<file path="src/rtl/kernel_loader_pkg.sv">
// Shared kernel/DRAM memory parameters, derived lane constants and loader FSM states.
// Latency: n/a (package only).
// Backpressure: n/a (package only).
package kernel_loader_pkg;

  localparam int KL_DRAM_DATA_BITS = 512;
  localparam int KL_DRAM_ADDR_BITS = 29;
  localparam int KL_KER_WIDTH      = 128;
  localparam int KL_KER_NUM        = 1;
  localparam int KL_KER_HEIGHT     = 1920;
  localparam int KL_KER_ADDR_BITS  = $clog2(KL_KER_HEIGHT);
  localparam int KL_LEN_BITS       = 16;

  // Lane index width, kept at least one bit so a single-lane beat still has a legal index.
  function automatic int kl_lane_bits(input int lanes);
    return (lanes > 1) ? $clog2(lanes) : 1;
  endfunction

  // Kernel words carried per DRAM beat.
  localparam int KL_R         = KL_DRAM_DATA_BITS / KL_KER_WIDTH;
  localparam int KL_LANE_BITS = kl_lane_bits(KL_R);

  typedef enum logic [2:0] {
    ST_IDLE  = 3'd0,
    ST_REQ   = 3'd1,
    ST_RECV  = 3'd2,
    ST_WRITE = 3'd3,
    ST_FIN   = 3'd4
  } ker_loader_state_e;

endpackage

</file>
<file path="src/rtl/kernel_loader_beat_splitter.sv">
// Holds one DRAM beat and presents it one kernel word (lane 0 first) per shift.
// Latency: load visible on lane the cycle after load; each shift advances one lane.
// Backpressure: none; the owner decides when to load and shift.
module beat_splitter
  import kernel_loader_pkg::*;
#(
  parameter int LANES      = KL_R,
  parameter int LANE_WIDTH = KL_KER_WIDTH,
  parameter int LANE_BITS  = KL_LANE_BITS
) (
  input  logic                        clk,
  input  logic                        rst_n,
  input  logic                        load,
  input  logic                        shift,
  input  logic [LANES*LANE_WIDTH-1:0] beat,
  output logic [LANE_WIDTH-1:0]       lane,
  output logic [LANE_BITS:0]          lanes_left
);

  logic [LANES*LANE_WIDTH-1:0] shreg;
  logic [LANE_BITS:0]          cnt;

  // Load takes priority; a shift drops the word just consumed and moves the next one to lane 0.
  always_ff @(posedge clk) begin
    if (!rst_n) begin
      shreg <= '0;
      cnt   <= '0;
    end else if (load) begin
      shreg <= beat;
      cnt   <= (LANE_BITS + 1)'(LANES);
    end else if (shift) begin
      shreg <= shreg >> LANE_WIDTH;
      if (cnt != '0) begin
        cnt <= cnt - (LANE_BITS + 1)'(1);
      end
    end
  end

  assign lane       = shreg[LANE_WIDTH-1:0];
  assign lanes_left = cnt;

endmodule

</file>
<file path="src/rtl/kernel_loader.sv">
// Loads kernel words from one DRAM burst into a kernel bank, one 128-bit word per cycle.
// Latency: req at T+1 after accept; lane k written at B+1+k after beat B; done one cycle after the last write.
// Backpressure: cmd_ready only in IDLE; dram_rd_ready only while waiting for a beat. Option: KER_LOADER_PERF_EN adds perf_cycles.
module kernel_loader
  import kernel_loader_pkg::*;
#(
  parameter int DRAM_DATA_BITS = KL_DRAM_DATA_BITS,
  parameter int DRAM_ADDR_BITS = KL_DRAM_ADDR_BITS,
  parameter int KER_WIDTH      = KL_KER_WIDTH,
  parameter int KER_NUM        = KL_KER_NUM,
  parameter int KER_HEIGHT     = KL_KER_HEIGHT,
  parameter int KER_ADDR_BITS  = $clog2(KER_HEIGHT),
  parameter int LEN_BITS       = KL_LEN_BITS,
  localparam int SEL_BITS      = (KER_NUM > 1) ? $clog2(KER_NUM) : 1
) (
  input  logic                      clk,
  input  logic                      rst_n,
  input  logic                      cmd_valid,
  output logic                      cmd_ready,
  input  logic [DRAM_ADDR_BITS-1:0] cmd_dram_addr,
  input  logic [SEL_BITS-1:0]       cmd_ker_sel,
  input  logic [KER_ADDR_BITS-1:0]  cmd_ker_addr,
  input  logic [LEN_BITS-1:0]       cmd_words,
  output logic                      dram_rd_req,
  output logic [DRAM_ADDR_BITS-1:0] dram_rd_addr,
  output logic [LEN_BITS-1:0]       dram_rd_len,
  input  logic                      dram_rd_gnt,
  input  logic [DRAM_DATA_BITS-1:0] dram_rd_data,
  input  logic                      dram_rd_valid,
  output logic                      dram_rd_ready,
  output logic [KER_NUM-1:0]        ker_wr_en,
  output logic [KER_ADDR_BITS-1:0]  ker_wr_addr,
  output logic [KER_WIDTH-1:0]      ker_wr_data,
  output logic                      done,
  output logic                      err
`ifdef KER_LOADER_PERF_EN
  ,
  output logic [31:0]               perf_cycles
`endif
);

  localparam int R         = DRAM_DATA_BITS / KER_WIDTH;
  localparam int LANE_BITS = kl_lane_bits(R);

  ker_loader_state_e state, state_nxt;

  logic [DRAM_ADDR_BITS-1:0] dram_addr_q;
  logic [LEN_BITS-1:0]       beats_q;
  logic [LEN_BITS-1:0]       remain_q;
  logic [KER_ADDR_BITS-1:0]  wr_addr_q;
  logic [SEL_BITS-1:0]       sel_q;
  logic                      err_q;

  logic                      accept;
  logic                      beat_take;
  logic                      write_now;
  logic                      reject;
  logic [31:0]               end_row;
  logic [LEN_BITS:0]         words_round;
  logic [LEN_BITS-1:0]       beats_calc;
  logic [LANE_BITS:0]        lanes_left;
  logic [KER_NUM-1:0]        sel_onehot;

  // Command screening: the bank range is checked with wide arithmetic so it never wraps.
  assign end_row     = 32'(cmd_ker_addr) + 32'(cmd_words);
  assign reject      = (end_row > 32'(KER_HEIGHT)) || (32'(cmd_ker_sel) >= 32'(KER_NUM));
  assign words_round = {1'b0, cmd_words} + (LEN_BITS + 1)'(R - 1);
  assign beats_calc  = LEN_BITS'(words_round / (LEN_BITS + 1)'(R));
  assign sel_onehot  = KER_NUM'(1) << sel_q;

  // Next-state and handshake decode; every output defaults low except where a state drives it.
  always_comb begin
    state_nxt     = state;
    cmd_ready     = 1'b0;
    dram_rd_req   = 1'b0;
    dram_rd_ready = 1'b0;
    done          = 1'b0;
    err           = 1'b0;
    accept        = 1'b0;
    beat_take     = 1'b0;
    write_now     = 1'b0;
    case (state)
      ST_IDLE: begin
        cmd_ready = 1'b1;
        if (cmd_valid) begin
          accept = 1'b1;
          if (cmd_words == '0 || reject) begin
            state_nxt = ST_FIN;
          end else begin
            state_nxt = ST_REQ;
          end
        end
      end
      ST_REQ: begin
        dram_rd_req = 1'b1;
        if (dram_rd_gnt) begin
          state_nxt = ST_RECV;
        end
      end
      ST_RECV: begin
        dram_rd_ready = 1'b1;
        if (dram_rd_valid) begin
          beat_take = 1'b1;
          state_nxt = ST_WRITE;
        end
      end
      ST_WRITE: begin
        write_now = 1'b1;
        // Last word of the command ends the transfer even mid-beat; the leftover lanes are dropped.
        if (remain_q == LEN_BITS'(1)) begin
          state_nxt = ST_FIN;
        end else if (lanes_left == (LANE_BITS + 1)'(1)) begin
          state_nxt = ST_RECV;
        end
      end
      ST_FIN: begin
        done      = 1'b1;
        err       = err_q;
        state_nxt = ST_IDLE;
      end
      default: begin
        state_nxt = ST_IDLE;
      end
    endcase
  end

  // State register, latched command fields, write address/remaining counters and registered write enable.
  always_ff @(posedge clk) begin
    if (!rst_n) begin
      state       <= ST_IDLE;
      dram_addr_q <= '0;
      beats_q     <= '0;
      remain_q    <= '0;
      wr_addr_q   <= '0;
      sel_q       <= '0;
      err_q       <= 1'b0;
      ker_wr_en   <= '0;
    end else begin
      state <= state_nxt;
      if (accept) begin
        dram_addr_q <= cmd_dram_addr;
        beats_q     <= beats_calc;
        remain_q    <= cmd_words;
        wr_addr_q   <= cmd_ker_addr;
        sel_q       <= cmd_ker_sel;
        err_q       <= (cmd_words != '0) && reject;
      end
      if (write_now) begin
        wr_addr_q <= wr_addr_q + KER_ADDR_BITS'(1);
        remain_q  <= remain_q - LEN_BITS'(1);
      end
      ker_wr_en <= (state_nxt == ST_WRITE) ? sel_onehot : '0;
    end
  end

  assign dram_rd_addr = dram_addr_q;
  assign dram_rd_len  = beats_q;
  assign ker_wr_addr  = wr_addr_q;

  beat_splitter #(
    .LANES      (R),
    .LANE_WIDTH (KER_WIDTH),
    .LANE_BITS  (LANE_BITS)
  ) u_splitter (
    .clk        (clk),
    .rst_n      (rst_n),
    .load       (beat_take),
    .shift      (write_now),
    .beat       (dram_rd_data),
    .lane       (ker_wr_data),
    .lanes_left (lanes_left)
  );

`ifdef KER_LOADER_PERF_EN
  logic [31:0] perf_run;

  // Running count starts at 1 on the accept cycle; the FIN cycle itself is included when latching.
  always_ff @(posedge clk) begin
    if (!rst_n) begin
      perf_run    <= '0;
      perf_cycles <= '0;
    end else begin
      if (accept) begin
        perf_run <= 32'd1;
      end else if (state != ST_IDLE && perf_run != '1) begin
        perf_run <= perf_run + 32'd1;
      end
      if (state == ST_FIN) begin
        perf_cycles <= (perf_run == '1) ? '1 : perf_run + 32'd1;
      end
    end
  end
`endif

endmodule
</file>
<file path="config.mk">
export PLATFORM = sky130hd
export DESIGN_NAME = kernel_loader
export DESIGN_NICKNAME = d
export VERILOG_FILES = /design/src/rtl/kernel_loader_pkg.sv /design/src/rtl/kernel_loader_beat_splitter.sv /design/src/rtl/kernel_loader.sv
export SDC_FILE = /design/constraint.sdc
export NUM_CORES = 1
export LEC_CHECK = 0
export BUFFER_PORTS_ARGS = -buffer_cell sky130_fd_sc_hd__buf_4
export CORE_AREA = 3 3 295 297
export DETAILED_ROUTE_END_ITERATION = 10
export DIE_AREA = 0 0 298 300
export MAX_ROUTING_LAYER = met4
export PLACE_DENSITY = 0.59
export SLEW_MARGIN = 20
export SYNTH_ARGS = -nofsm -noshare
export SYNTH_HDL_FRONTEND = slang
export SYNTH_SLANG_ARGS = --single-unit
</file>
<file path="constraint.sdc">
create_clock -name clk -period 2.3 [get_ports clk]
set_input_delay 0.23 -clock clk [delete_from_list [all_inputs] [get_ports clk]]
set_output_delay 0.23 -clock clk [all_outputs]
set_load 0.005 [all_outputs]
</file>
; Word level (Yosys, flattened, before mapping)
; Cells that the tools add are included.
[totals]
reg_bits = 592
out_inout_bits = 190
elab_cells = 67
[classes]
addsub = 5
magnitude_cmp = 2
n_eq_ne = 7
shifts = 1
mux = 26
n_bitwise = 1
reduce_logical = 14
[ops]
columns = cell, n
row1 = $mux W512, 2
row2 = $mux W16, 2
row3 = $mux W3, 9
row4 = $mux W11, 2
row5 = $add A11 B16 Y17, 1
row6 = $add A16 B2 Y17 const B, 1
row7 = $gt A17 B11 Y1 const B, 1
row8 = $eq A16 B1 Y1 const B, 1
row9 = $logic_not A16 Y1, 1
row10 = $reduce_bool A16 Y1, 1
row11 = $sub A16 B1 Y16 const B, 1
row12 = $pmux W3 S4, 1
row13 = $add A11 B1 Y11 const B, 1
row14 = $mux W1, 10
row15 = $eq A3 B2 Y1 const B, 3
row16 = $eq A3 B1 Y1 const B, 2
row17 = $reduce_and A2 Y1, 3
row18 = $reduce_bool A2 Y1, 3
row19 = $eq A3 B3 Y1 const B, 1
row20 = $logic_not A3 Y1, 1
row21 = $reduce_bool A3 Y1, 1
row22 = $sub A3 B1 Y3 const B, 1
row23 = $logic_or A1 B1 Y1, 2
row24 = $reduce_or A2 Y1, 1
row25 = 4 further kinds, 4

; Longest topological paths before layout
; Gate-level depths: netlist (run 1).
[logic_depth]
word_depth = 9
ltp_mapped = 10
ltp_nobuf = 10

; Modules after synthesis
; A second synthesis (run 1) with hierarchy kept.
[unflattened]
cells_unflattened = 2959
hier_area_um2 = 26844.5
[modules_own_cells]
columns = mod, n_inst, cells_each, area_per_inst_um2, seq_area_each_um2
row1 = beat_splitter, 1, 2426, 22644.2, 10309.9
row2 = kernel_loader, 1, 533, 4200.3, 1541.5

; Least setup slack after synthesis (run 1)
; No wires, ideal clock.
[synth_timing]
path_kind = in2reg
from = in cmd_ker_addr[0]
to = reg state[2]
setup_ps = 117
arrival_ps = 2402
setup_slack_ps = -219
stages = 10
n_path_buf = 0
path_cell_list = ha_1 fa_1 a21oi_1 nand3b_1 a211oi_2 or4_1 and3_4 a211oi_4 nand2_1 a32o_1
[synth_via]
elab_chain_len = 7
[synth_rtl]
columns = item, line_no
row1 = from (decl), kernel_loader.sv:22  ; input logic [KER_ADDR_BITS-1:0] cmd_ker_addr,
row2 = $add A11 B16 Y17, kernel_loader.sv:65  ; assign end_row = 32'(cmd_ker_addr) + 32'(cmd_words);
row3 = $gt A17 B11 Y1, kernel_loader.sv:66  ; assign reject = (end_row > 32'(KER_HEIGHT)) || (32'(cmd_ker_sel) >= 32'(KER_NUM));
row4 = $logic_or A1 B1 Y1, kernel_loader.sv:66
row5 = $logic_or A1 B1 Y1, kernel_loader.sv:87  ; if (cmd_words == '0 || reject) begin
row6 = $mux W3, kernel_loader.sv:87
row7 = $mux W3, kernel_loader.sv:85  ; if (cmd_valid) begin
row8 = $pmux W3 S4, kernel_loader.sv:82  ; case (state)
row9 = to (signal assigned), kernel_loader.sv:139  ; state <= state_nxt;
row10 = to (decl), kernel_loader.sv:45  ; ker_loader_state_e state, state_nxt;
; No other way between the ends.
; A chain may end at the register's enable or synchronous reset.

; Worst setup path in the final report (run 1)
[layout_timing]
from = reg remain_q[3]
to = reg remain_q[14]
[layout_via]
elab_chain_len = 2
[layout_rtl]
columns = item, line_no
row1 = from (decl), kernel_loader.sv:49  ; logic [LEN_BITS-1:0] remain_q;
row2 = from (signal assigned), kernel_loader.sv:143  ; remain_q <= cmd_words;
row3 = from (signal assigned), kernel_loader.sv:150  ; remain_q <= remain_q - LEN_BITS'(1);
row4 = $sub A16 B1 Y16, kernel_loader.sv:150
row5 = $mux W16, kernel_loader.sv:148  ; if (write_now) begin
; No other way between the ends.

==> impl_metrics.py, run 1 <==
metrics = {
    "logic_synthesis": {
        "synth_fp_nets": 3641,
        "synth_top_cell_by_area": "dfxtp_1",
        "seq_area_frac_synth_pct": 47.9,
        "synth_top_area_share_pct": 47.9,
        "netlist_area_um2": 24800,
        "ys_async_sr_fraction_pct": 0,
        "synthDistinctLibCells": 65,
        "yosysWarnings": 0,
        "syn_area_per_cell_um2": 8.12,
        "synthTopCellsByArea": "dfxtp_1 48%, nand2_1 11%, a21oi_1 10%",
        "synth_seq_cells": 592,
        "synth_flop_cell": "dfxtp_1",
        "syn_inst": 3049,
        "synth_edf_count": 0,
    },
    "critical_path": {
        "cp.arrival_ns": 2.72,
        "critPathMaxFanout": 4,
        "critPathKind": "register to register",
        "r2r_start": "remain_q[3]",
        "r2r_slack_ns": 0.06,
        "worstSetupEndpointType": "register",
        "r2r-end": "remain_q[14]",
        "rr_worst_depth": 9,
        "cp.required_ns": 2.79,
        "start_kind": "register",
    },
    "global_route": {
        "grt_overflow_total": 0,
        "grt_antenna_before_repair": 19,
        "grt_pass1_wl_um": 155000,
        "grt_usage_pct": 22.3,
        "grt_pass1_vias": 26700,
        "grt_max_degree": 124,
    },
    "timing": {
        "finalCriticalPeriod_ns": 2.24,
        "fmax_mhz": 447,
        "worst_slew_pin_slew_ns": 0.702,
        "skew_ns": 0.0314,
        "rsz0062_at_grt": "yes",
        "finalSetupViolations": 0,
        "hold_violations": 0,
        "drv_slew": 0,
        "period_share_pct": 97.3,
        "slew_headroom_pct": 53.2,
    },
    "placement": {
        "portBuffers": 762,
        "hpwl_um": 69000,
        "place_inst": 4708,
        "gp_congestion": 0.873,
    },
    "route": {
        "drtPass1Iterations": 6,
        "drtIter0Drc": 2139,
        "wire_per_inst_um": 19.1,
        "vias_per_cell": 5.01,
        "drc": 0,
        "antenna_left": 0,
        "vias": 27100,
        "wl_um": 103000,
    },
    "power_and_ir_drop": {
        "p_comb_share_pct": 10.9,
        "ir_drop_mv": 0.610,
        "power_leakage_nw": 15.0,
        "power_frac_seq_pct": 42.9,
        "p_sw_mw": 5.76,
        "clkPwrFrac_pct": 46.2,
        "power.density_nw_per_um2": 614,
        "swShare_pct": 23.7,
        "intPower_mw": 18.6,
    },
    "die": {
        "rows": 107,
        "die_w_um": 298,
        "die_h_um": 300,
        "num_io_pins": 764,
        "core_um2": 84900,
        "die-area_um2": 89400,
        "start_util_pct": 29.2,
    },
    "final_layout": {
        "multi_input_area_um2": 10900,
        "drive_gt1_share_pct": 24.8,
        "nNetsFinal": 4784,
        "seq_area_um2": 11900,
        "areaGrowthSynthToFinish_pct": 60.0,
        "fin_cells": 5406,
        "fin_util_pct": 46.7,
        "fill_cells": 8157,
    },
    "cts": {
        "clkLatencyLatePin_ns": 0.61,
        "cts.htree.levels": 3,
        "cts.reportedPaths.clkPinSlew_ns": 0.06,
        "cts_buffers": 69,
        "cts_root_buf": "clkbuf_16",
        "cts_sinks": 592,
        "cts_max_path_buffers": 3,
        "cts_tree": "yes",
    },
    "job": {
        "max_cap_violations": 0,
    },
    "hold_path": {
        "worstHoldPathCells": 3,
        "hold_start": "dram_rd_data[322]",
        "hold_path_class": "input port to register",
        "min_to": "u_splitter.shreg[322]",
    },
    "run_status": {
        "status": "finished clean",
    },
}
layout by cell type, fill, tap and decap left out, drive strengths merged, types with 16 or more instances in the layout:
| master | count |
|---|---|
| diode | 19 |
| nor3 | 20 |
| nor2 | 129 |
| a311oi | 95 |
| clkbuf | 102 |
| buf | 917 |
| a211oi | 16 |
| a21oi | 499 |
| a22oi | 294 |
| o21ai | 23 |
| dfxtp | 592 |
| nand3 | 139 |
| inv | 19 |
| ha | 17 |
| nand2 | 697 |
| dlygate4sd3 | 552 |
logic make-up (layout without fill, tap and decap cells):
family	count (synthesis)	count (layout)	synth area share [%]
flops	592	592	47.9
buf+inv	412	1606	8.33
simple gates	1036	1036	17.3
other cells	1	20	0.0151
fa+ha+maj	18	18	0.940
xor+xnor	21	21	0.743
mux	2	2	0.0808
compound gates	967	967	24.7
sequential cells by signal, summed over array words and instances (netlist names):
signal,count
dram_rd_addr,29
sel_q,1
err_q,1
dram_rd_len,15
u_splitter.shreg,512
ker_wr_addr,11
state,3
ker_wr_en,1
remain_q,16
u_splitter.lanes_left,3
worst max-delay path, stage by stage, from the launching register on:
cell and delay, ns:
dfxtp_2 0.33, or4_4 0.54, nor3_4 0.21, and4bb_2 0.28
buf_6 0.11, nand2_4 0.06, nor3_4 0.19, o21ai_1 0.07
nor2b_2 0.16, a311oi_1 0.19
synth_stat cells (9+ instances only):
cell type  number
a31oi_1         9
nor2_1        129
dfxtp_1       592
buf_4         129
inv_1          12
a311oi_1       95
xnor2_1        10
nand2_1       697
buf_1          20
o21ai_0        23
ha_1           17
clkbuf_1      225
nand3_1       139
nor3_1         18
buf_2          24
a21oi_1       499
a22oi_1       294
a211oi_1       14
xor2_1         11
routing by layer:
metal / global-route usage (%) / wire length, um / up-vias / share of wire [%]
met2: 35.9 / 49400 / 1105 / 48
met1: 26.7 / 42000 / 12700 / 41
met4: 9.86 / 4560 / 0 / 4.4
met5: - / 0 / - / 0
li1: - / - / 12900 / -
met3: 5.11 / 7140 / 298 / 6.9
layout make-up:
type,count,area share [%]
clock buffer,100,4.96
antenna,19,0.120
inverter,13,0.142
sequential,592,29.9
multi-input combinational,2045,27.6
tap,1144,3.61
clock inverter,22,0.796
timing repair buffer,1471,32.9
per-stage QoR:
step                worst slack (ns)  TNS, ns  area (um^2)  hold WS [ns]  power, mW
finish                        0.0632        0        39600        0.0424       24.3
global route                 -0.0435  -0.0639        39600       0.00494       25.2
CTS                           0.0205        0        39500       0.00178       24.5
detailed placement            -0.529    -1.79        31700         0.432       12.4
global placement              -0.497    -1.70        31700         0.427       12.4
floorplan                    -0.0678  -0.0848        24800         0.366       11.2
how the worst max path moves through the flow:
stage	start	endpoint	slack, ns
2_1_floorplan	cmd_ker_addr[0]	state[2]	-0.07
3_3_place_gp	cmd_ker_addr[6]	ker_wr_en	-0.50
3_5_place_dp	cmd_words[5]	ker_wr_en	-0.53
4_1_cts	state[2]	dram_rd_len[14]	0.02
5_1_grt	remain_q[3]	remain_q[14]	-0.04
6_report	remain_q[3]	remain_q[14]	0.06
power by group through the flow:
stage	Combinational, mW	Sequential [mW]	Clock [mW]
5_1_grt	2.82	10.4	11.9
2_1_floorplan	0.524	10.6	0
3_5_place_dp	1.76	10.6	0
4_1_cts	2.59	10.4	11.5
3_3_place_gp	1.76	10.6	0
6_report	2.66	10.4	11.2
timing repair:
| item | in CTS | in global routing |
|---|---|---|
| gates resized for setup | 0 | 11 |
| setup buffers | 0 | 3 |
| hold buffers | 552 | 0 |
| hold endpoints to repair | 556 | 0 |
| endpoints found under the setup margin | 0 | 4 |
(Power assumes the default switching activity.)
==> run 2, diff against run 1 <==
Settings changed: ABC_CLOCK_PERIOD_IN_PS set to 2300, BUFFER_PORTS_ARGS -buffer_cell sky130_fd_sc_hd__buf_4 to unset, CORE_AREA 3 3 295 297 to 3 3 293 295, DIE_AREA 0 0 298 300 to 0 0 296 298, DONT_BUFFER_PORTS set to 1, PLACE_DENSITY 0.59 to 0.52.
==> run 2 against run 1 <==
Design area fell by 16%. Routed wire length fell by 10%. Count of clock-buffer cells in the layout did not move. Highest routed layer unchanged. Global-route usage fell by 2.1 points. Sequential share of layout area rose by 5.8 points. Clock skew fell by 0.0088 ns. Sequential power barely moved. Hold slack got worse by 0.015 ns. Combinational power fell by 38%. Critical endpoint is now remain_q[9].
==> impl_metrics.py, run 2 (synthesized netlist as in run 1, its figures left out) <==
metrics = {
    "global_route": {
        "grt_overflow_total": 0,
        "grt_pass1_wl_um": 138000,
        "grt_antenna_before_repair": 19,
        "grt_max_degree": 131,
        "grt_usage_pct": 20.2,
        "grt_pass1_vias": 23400,
    },
    "route": {
        "drtPass1Iterations": 6,
        "antenna_left": 0,
        "vias_per_cell": 5.25,
        "vias": 23800,
        "wire_per_inst_um": 20.4,
        "drc": 0,
        "wl_um": 92600,
        "drtIter0Drc": 2063,
    },
    "power_and_ir_drop": {
        "ir_drop_mv": 0.537,
        "power.density_nw_per_um2": 685,
        "power_frac_seq_pct": 46.0,
        "clkPwrFrac_pct": 46.8,
        "swShare_pct": 23.5,
        "intPower_mw": 17.4,
        "p_comb_share_pct": 7.2,
        "power_leakage_nw": 10.8,
        "power.total_mw": 22.7,
        "p_sw_mw": 5.35,
    },
    "critical_path": {
        "critPathKind": "register to register",
        "critPathMaxFanout": 7,
        "start_kind": "register",
        "worstSetupEndpointType": "register",
        "critical_path_buf_inv_count": 1,
        "crit_chain": "nand3b_1 -> nor3_2 -> buf_4 -> nand2_1 -> or4_1 -> or4_4 -> a21oi_1 -> o211a_1",
        "cp.arrival_ns": 2.72,
        "slowest_delay_ns": 0.43,
        "crit_slowest_cell": "or4_4",
        "cp_top_family": "simple AND/OR/NAND/NOR gates",
        "cp.required_ns": 2.84,
    },
    "job": {
        "max_cap_violations": 0,
    },
    "final_layout": {
        "fin_area_um2": 33200,
        "fin_cells": 4532,
        "drive_gt1_share_pct": 6.20,
        "largest_reg_flops": 512,
        "nNetsFinal": 3977,
        "final_cell_mix": "695 x nand2_1, 592 x dfxtp_1, 575 x dlygate4sd3_1",
        "final_common_cell": "nand2_1",
        "fill_cells": 8432,
        "areaGrowthSynthToFinish_pct": 33.9,
        "fin_util_pct": 39.8,
        "regMostFlops": "u_splitter.shreg",
    },
    "placement": {
        "placed_area_um2": 25100,
        "portBuffers": 0,
        "hpwl_um": 60300,
        "place_inst": 3813,
        "gp_congestion": 0.879,
    },
    "cts": {
        "cts_max_path_buffers": 3,
        "clkLatencyLatePin_ns": 0.60,
        "cts.htree.levels": 3,
        "cts_sinks": 592,
        "cts_tree": "yes",
        "cts_root_buf": "clkbuf_16",
        "cts.reportedPaths.clkPinSlew_ns": 0.06,
        "cts_buffers": 69,
    },
    "timing": {
        "period_share_pct": 94.7,
        "skew_ns": 0.0226,
        "setup-tns-final_ns": 0,
        "rsz0062_at_grt": "yes",
        "worst_slew_pin_slew_ns": 0.803,
        "drv_slew": 0,
        "hold_violations": 0,
        "slew_headroom_pct": 46.3,
        "finalCriticalPeriod_ns": 2.18,
        "finalSetupViolations": 0,
        "fmax_mhz": 459,
    },
    "run_status": {
        "status": "finished clean",
    },
    "hold_path": {
        "hold_path_class": "input port to register",
    },
    "die": {
        "num_io_pins": 764,
        "rows": 106,
        "die-area_um2": 88200,
        "core_um2": 83400,
        "die_h_um": 298,
        "die_w_um": 296,
        "start_util_pct": 29.7,
    },
}
run 2: cell types whose count changed in the layout (fill, tap and decap cells not counted), moves of 4 or more:
cell           previous run  this run
clkbuf_1                 20        24
buf_12                   45        27
buf_4                   870        60
clkbuf_8                 10         6
dlygate4sd3_1           552       575
run 2: layout make-up:
type | count | area (um^2) | share of cell area, %
inverter | 13 | 56.3 | 0.170
antenna | 19 | 47.5 | 0.143
clock inverter | 19 | 223 | 0.671
multi-input combinational | 2045 | 10900 | 32.9
clock buffer | 100 | 1920 | 5.80
tap | 1080 | 1350 | 4.07
timing repair buffer | 664 | 6800 | 20.5
sequential | 592 | 11900 | 35.7
run 2: worst paths after layout:
kind / start / end / slack [ns] / depth (start not counted)
hold reg to reg: sel_q / ker_wr_en / 0.44 / 1
setup reg to reg: state[2] / remain_q[9] / 0.12 / 8
hold / removal: dram_rd_data[131] / u_splitter.shreg[131] / 0.03 / 3
setup / recovery: state[2] / remain_q[9] / 0.12 / 8
run 2: stage by stage:
step | hold WS (ns) | setup slack [ns]
after floorplan | 0.366 | -0.0678
after global placement | 0.368 | -0.214
after detailed placement | 0.373 | -0.183
after CTS | 0.000868 | 0.0421
after global routing | 0.0262 | -0.0184
final | 0.0277 | 0.122
run 2: tightest hold or removal path, delay by kind of cell:
family	cells	cell delay [ns]
AO/OA/AOI/OAI	2	0.19
buffers and inverters	1	0.17
run 2: power groups by stage:
stage | logic [mW] | registers, mW | clock network [mW]
finish | 1.64 | 10.4 | 10.6
global route | 1.75 | 10.5 | 11.3
CTS | 1.63 | 10.4 | 10.9
detailed placement | 0.721 | 10.7 | 0
global placement | 0.724 | 10.7 | 0
floorplan | 0.524 | 10.6 | 0
run 2: timing repair:
item | CTS | global route
buffers inserted | 0 | 5
setup endpoints to repair | 0 | 78
gates resized for setup | 0 | 6
endpoints found under the hold margin | 589 | 0
hold buffers | 575 | 0
run 2: layer usage:
metal | vias to the layer above | share of wire [%] | global-route usage (%)
li1 | 11300 | - | -
met1 | 11300 | 41 | 24.5
met2 | 926 | 48 | 32.6
met3 | 207 | 7.4 | 4.94
met4 | 0 | 3.4 | 7.14
met5 | - | 0 | -
